==> src/rtl/cpu_instruction_dumper.sv <==
// cpu_instruction_dumper: streams iRAM words 0..NUM_WORDS-1 out over a UART byte interface,
// framed by a 3-byte START_FLAG header and a 3-byte END_FLAG trailer, each word LSB-first.
// Latency: 3 + 5*NUM_WORDS + 3 (+1 checksum) + 2 cycles per dump when tx_ready is held high.
// Backpressure: tx_byte holds steady while tx_valid && !tx_ready; a byte moves on tx_valid && tx_ready.
// Optional feature macro DUMP_CHECKSUM_EN: appends an 8-bit XOR of all image bytes after the trailer.
module cpu_instruction_dumper #(
    parameter int          NUM_WORDS  = 256,
    parameter logic [23:0] START_FLAG = 24'hFF0000,
    parameter logic [23:0] END_FLAG   = 24'hFFF000
) (
    input  logic        clk,
    input  logic        rst,
    input  logic        HALT_flag,
    input  logic        dump_req,
    input  logic        tx_ready,
    input  logic [23:0] iRAM_data_out,
    output logic        tx_valid,
    output logic [7:0]  tx_byte,
    output logic        iRAM_read_enable,
    output logic [7:0]  extern_iRAM_addr,
    output logic        cpu_paused,
    output logic        dump_busy
);

    // Index of the final word; the address never needs to wrap, so 8 bits covers 1..256 words.
    localparam logic [7:0] LAST_IDX = 8'(NUM_WORDS - 1);

    typedef enum logic [2:0] {
        S_IDLE,
        S_HDR,
        S_RD,
        S_WT,
        S_SEND,
        S_TRL,
        S_DONE
`ifdef DUMP_CHECKSUM_EN
        ,
        S_CSUM
`endif
    } state_t;

    state_t      r_state;
    state_t      w_next;

    logic [1:0]  r_byte_idx;
    logic [7:0]  r_wcnt;
    logic [7:0]  r_addr;
    logic [23:0] r_word;
    logic        r_paused;
    logic        r_armed;
`ifdef DUMP_CHECKSUM_EN
    logic [7:0]  r_csum;
`endif

    logic        w_tx_valid;
    logic        w_rd_en;
    logic        w_accept;
    logic        w_xfer;
    logic        w_last_byte;
    logic        w_last_word;
    logic [23:0] w_word;
    logic [7:0]  w_tx_byte;

    assign w_last_byte = (r_byte_idx == 2'd2);
    assign w_last_word = (r_wcnt == LAST_IDX);
    assign w_xfer      = w_tx_valid & tx_ready;

    // State register; reset aborts any dump in flight without finishing the frame.
    always_ff @(posedge clk) begin
        if (rst) begin
            r_state <= S_IDLE;
        end else begin
            r_state <= w_next;
        end
    end

    // Next-state and per-state strobes; a new dump needs HALT, a request and a prior low request level.
    always_comb begin
        w_next     = r_state;
        w_tx_valid = 1'b0;
        w_rd_en    = 1'b0;
        w_accept   = 1'b0;
        case (r_state)
            S_IDLE: begin
                if (dump_req && HALT_flag && r_armed) begin
                    w_accept = 1'b1;
                    w_next   = S_HDR;
                end
            end
            S_HDR: begin
                w_tx_valid = 1'b1;
                if (tx_ready && w_last_byte) begin
                    w_next = S_RD;
                end
            end
            S_RD: begin
                w_rd_en = 1'b1;
                w_next  = S_WT;
            end
            S_WT: begin
                w_next = S_SEND;
            end
            S_SEND: begin
                w_tx_valid = 1'b1;
                if (tx_ready && w_last_byte) begin
                    w_next = w_last_word ? S_TRL : S_RD;
                end
            end
            S_TRL: begin
                w_tx_valid = 1'b1;
                if (tx_ready && w_last_byte) begin
`ifdef DUMP_CHECKSUM_EN
                    w_next = S_CSUM;
`else
                    w_next = S_DONE;
`endif
                end
            end
`ifdef DUMP_CHECKSUM_EN
            S_CSUM: begin
                w_tx_valid = 1'b1;
                if (tx_ready) begin
                    w_next = S_DONE;
                end
            end
`endif
            S_DONE: begin
                w_next = S_IDLE;
            end
            default: begin
                w_next = S_IDLE;
            end
        endcase
    end

    // Select the word being framed and the byte within it; zero whenever nothing is offered.
    always_comb begin
        w_word    = 24'h000000;
        w_tx_byte = 8'h00;
        case (r_state)
            S_HDR:   w_word = START_FLAG;
            S_SEND:  w_word = r_word;
            S_TRL:   w_word = END_FLAG;
            default: w_word = 24'h000000;
        endcase
        case (r_byte_idx)
            2'd0:    w_tx_byte = w_word[7:0];
            2'd1:    w_tx_byte = w_word[15:8];
            default: w_tx_byte = w_word[23:16];
        endcase
`ifdef DUMP_CHECKSUM_EN
        if (r_state == S_CSUM) begin
            w_tx_byte = r_csum;
        end
`endif
    end

    // Datapath: byte index, word counter/address, captured read data, pause and re-arm tracking.
    always_ff @(posedge clk) begin
        if (rst) begin
            r_byte_idx <= 2'd0;
            r_wcnt     <= 8'd0;
            r_addr     <= 8'd0;
            r_word     <= 24'h000000;
            r_paused   <= 1'b0;
            r_armed    <= 1'b1;
        end else begin
            // A request held high across a dump must drop before it can start another.
            if (!dump_req) begin
                r_armed <= 1'b1;
            end
            if (w_accept) begin
                r_armed    <= 1'b0;
                r_paused   <= 1'b1;
                r_addr     <= 8'd0;
                r_wcnt     <= 8'd0;
                r_byte_idx <= 2'd0;
            end
            // Only the 3-byte framed states walk the byte index; it wraps 2 -> 0.
            if (w_xfer && (r_state == S_HDR || r_state == S_SEND || r_state == S_TRL)) begin
                r_byte_idx <= w_last_byte ? 2'd0 : r_byte_idx + 2'd1;
            end
            if (r_state == S_WT) begin
                r_word <= iRAM_data_out;
            end
            // Step to the next word after its last byte; the final address is left in place.
            if (w_xfer && r_state == S_SEND && w_last_byte && !w_last_word) begin
                r_addr <= r_addr + 8'd1;
                r_wcnt <= r_wcnt + 8'd1;
            end
            if (r_state == S_DONE) begin
                r_paused <= 1'b0;
            end
        end
    end

`ifdef DUMP_CHECKSUM_EN
    // Running XOR over image bytes only; cleared as the header begins.
    always_ff @(posedge clk) begin
        if (rst) begin
            r_csum <= 8'h00;
        end else if (w_accept) begin
            r_csum <= 8'h00;
        end else if (w_xfer && r_state == S_SEND) begin
            r_csum <= r_csum ^ w_tx_byte;
        end
    end
`endif

    assign tx_valid         = w_tx_valid;
    assign tx_byte          = w_tx_byte;
    assign iRAM_read_enable = w_rd_en;
    assign extern_iRAM_addr = r_addr;
    assign cpu_paused       = r_paused;
    assign dump_busy        = (r_state != S_IDLE);

endmodule
==> config.mk <==
export PLATFORM = sky130hd
export DESIGN_NAME = cpu_instruction_dumper
export DESIGN_NICKNAME = d
export VERILOG_FILES = /design/src/rtl/cpu_instruction_dumper.sv
export SDC_FILE = /design/constraint.sdc
export NUM_CORES = 1
export LEC_CHECK = 0
export CORE_MARGIN = 8
export CORE_UTILIZATION = 45
export CTS_BUF_LIST = sky130_fd_sc_hd__clkbuf_4 sky130_fd_sc_hd__clkbuf_8 sky130_fd_sc_hd__clkbuf_16
export DETAILED_ROUTE_END_ITERATION = 10
export GPL_TIMING_DRIVEN = 1
export HOLD_SLACK_MARGIN = 0.02
export PLACE_DENSITY_LB_ADDON = 0.2
export SKIP_CTS_REPAIR_TIMING = 1
export SLEW_MARGIN = 20
export SYNTH_ARGS = -nofsm -noshare
export SYNTH_HDL_FRONTEND = slang
export SYNTH_SLANG_ARGS = --single-unit
==> constraint.sdc <==
create_clock -name clk -period 4.4 [get_ports clk]
set_input_delay 0.88 -clock clk [delete_from_list [all_inputs] [get_ports clk]]
set_output_delay 0.88 -clock clk [all_outputs]
set_load 0.01 [all_outputs]
==> results.json <==
{
  "outcome": "completed",
  "synth_cell_types": 45,
  "grt_overflow_total": 0,
  "dr_total_vias": 2095,
  "mostFrequentLayoutCells": "nand2_1 (65), clkdlybuf4s50_1 (48), dfxtp_1 (47), a21oi_1 (33), nor2_1 (20)",
  "synth-edff-count": 0,
  "row_count": 26,
  "clock_sinks": 47,
  "critical_path_required_ps": 3520,
  "worstSetupEndpointType": "output port",
  "async_flop_share_pct": 0,
  "areaGrowthSynthToFinish_pct": 25.1,
  "clock-root-buffer": "clkbuf_8",
  "synth_cells": 285,
  "crit_slowest_cell": "dfxtp_1",
  "drive_above_1_share_pct": 6.52,
  "min_period_ps": 3250,
  "cts_made_buffers": 5,
  "die-area_um2": 7730,
  "track_usage_pct": 15.6,
  "maxCapViolations": 0,
  "die_h_um": 87.9,
  "worstPathMaxFanout": 18,
  "nNetsFinal": 352,
  "fin_util_pct": 57.8,
  "layout.cells.most_common": "nand2_1",
  "hold_viol": 0,
  "ios": 49,
  "pwr_density_cell_nw_per_um2": 284,
  "fin_setup_tns_ps": 0,
  "critPathLaunchType": "flip-flop",
  "start_util_pct": 46.2,
  "worstPathCellList": "nand2b_1, nor3_1, a21oi_1, o22ai_1, clkdlybuf4s50_1",
  "vias_per_cell": 5.34,
  "p_leak_uw": 0.00109,
  "slew_headroom_pct": 44.6,
  "ys_seq_elements": 47,
  "drtIter0Drc": 162,
  "drv_slew": 0,
  "route.detailed.drc": 0,
  "grt_max_degree": 37,
  "ant_nets": 0,
  "coreArea_um2": 5040,
  "synth_area_um2": 2330,
  "antenna_found_initial": 0,
  "dr.pass1.iters": 4,
  "ys.warnings.count": 0,
  "irDropWorstVdd_v": 0.000160,
  "ys_seq_area_share_pct": 40.4,
  "routed_wl_um": 5610,
  "whs_ps": 459,
  "clk_latency_ps": 310,
  "final-setup-viol-count": 0,
  "gp_congestion": 0.775,
  "tightestPinTransition_ps": 831,
  "fillers": 489,
  "synth.avg_cell_area_um2": 8.17,
  "die_x_um": 87.9,
  "io_buffers": 48,
  "synth_nets": 316,
  "synthFlopType": "dfxtp_1",
  "cpPeakStageDelay_ps": 700,
  "max_freq_ghz": 0.308,
  "grt_setup_unrepaired": "no",
  "htreeDepth": 2,
  "cts_buffer_depth": 2,
  "wl_per_cell_um": 14.3,
  "cp.arrival_ps": 2370,
  "cts_tree": "done",
  "diodes": 0,
  "path_clk_slew_ps": 80,
  "period_share_pct": 73.8,
  "path_class": "flip-flop to output port",
  "grt_pass1_wl_um": 9680,
  "hold_class": "flip-flop to flip-flop",
  "fin_skew_ps": 14.0,
  "dpl.hpwl_um": 4020,
  "grt_pass1_vias": 2033
}
sequential cells by signal (all words and copies together), names as in the netlist:
register and cells:
cpu_paused 1, extern_iRAM_addr 8, r_armed 1, r_byte_idx 2, r_state 3, r_wcnt 8
r_word 24
path summary, 6_finish.rpt:
kind                           startpoint                       to  slack, ps  cells past startpoint
hold / removal    r_word[23]$_SDFFE_PP0N_  r_word[23]$_SDFFE_PP0N_        460                      2
setup / recovery  r_state[2]$_SDFFE_PP0P_               tx_byte[6]       1150                      5
hold reg to reg   r_word[23]$_SDFFE_PP0N_  r_word[23]$_SDFFE_PP0N_        460                      2
setup reg to reg  r_state[1]$_SDFFE_PP0P_   r_word[9]$_SDFFE_PP0N_       2230                      4
Yosys cell counts, drive strengths merged, types with 2 or more instances:
library cell | number | area (um2)
nand2 | 65 | 244
dfxtp | 47 | 941
a21oi | 33 | 165
nor2 | 20 | 75.1
clkbuf | 11 | 41.3
nand3 | 10 | 50.1
buf | 9 | 66.3
a221o | 7 | 70.1
and3 | 7 | 43.8
mux2 | 7 | 78.8
a22oi | 6 | 45.0
a22o | 5 | 43.8
o21ai | 5 | 25.0
and3b | 4 | 35.0
nor2b | 4 | 25.0
o22ai | 4 | 25.0
and2 | 3 | 21.3
inv | 3 | 11.3
nand2b | 3 | 18.8
nor3 | 3 | 31.3
xnor2 | 3 | 26.3
a21boi | 2 | 15.0
a21o | 2 | 15.0
a31oi | 2 | 12.5
ha | 2 | 25.0
nand3b | 2 | 15.0
nand4 | 2 | 27.5
o21ba | 2 | 20.0
o31ai | 2 | 15.0
or3 | 2 | 12.5
cell type report:
| cell class | instances | area [um2] | area share [%] |
|---|---|---|---|
| Timing Repair Buffer | 49 | 488 | 16.7 |
| Clock buffer | 6 | 82.6 | 2.83 |
| Clock inverter | 2 | 35.0 | 1.20 |
| Multi-Input combinational cell | 215 | 1270 | 43.5 |
| Sequential cell | 47 | 941 | 32.3 |
| Inverter | 3 | 11.3 | 0.386 |
| Tap cell | 70 | 87.6 | 3.01 |
worst max-delay path, delay by kind of cell (launching register included):
| family | cells | cell delay [ps] |
|---|---|---|
| flops | 1 | 700 |
| buf+inv | 1 | 580 |
| simple gates | 2 | 500 |
| compound gates | 2 | 300 |
cell families (layout without fill, tap and decap cells):
kind of cell / Yosys count / count (layout) / synth area share [%]
XOR/XNOR: 3 / 3 / 1.13
AO/OA/AOI/OAI: 75 / 75 / 21.4
AND/OR/NAND/NOR: 128 / 128 / 27.5
flip-flops: 47 / 47 / 40.4
adder cells (fa/ha/maj): 2 / 2 / 1.07
multiplexers: 7 / 7 / 3.39
buffers and inverters: 23 / 60 / 5.10
where the power goes:
part	switching (uW)	internal, uW	total [uW]	leakage, uW
Combinational	26.2	37.7	63.9	0.000652
Sequential	7.26	428	435	0.000379
Clock	145	184	329	0.0000612
Total	178	650	828	0.00109
metal layers:
layer	routed length [um]	up-vias	global-route usage (%)	part of all wire, %
met1	2630	962	21.2	47
li1	-	1076	-	-
met2	2640	53	23.4	47
met5	0	-	0	0
met3	303	4	3.85	5.4
met4	48	0	4.84	0.86
per-stage QoR:
step                      std cells  instance area [um2]  power, uW  setup slack, ps
after global routing            392                 2910        861              913
after detailed placement        384                 2800        509             1530
final                           392                 2910        828             1150
after floorplan                 285                 2330        473             2220
after global placement          384                 2800        508             1540
after CTS                       392                 2910        833             1190
No activity file was read; power rests on OpenSTA's default activity.
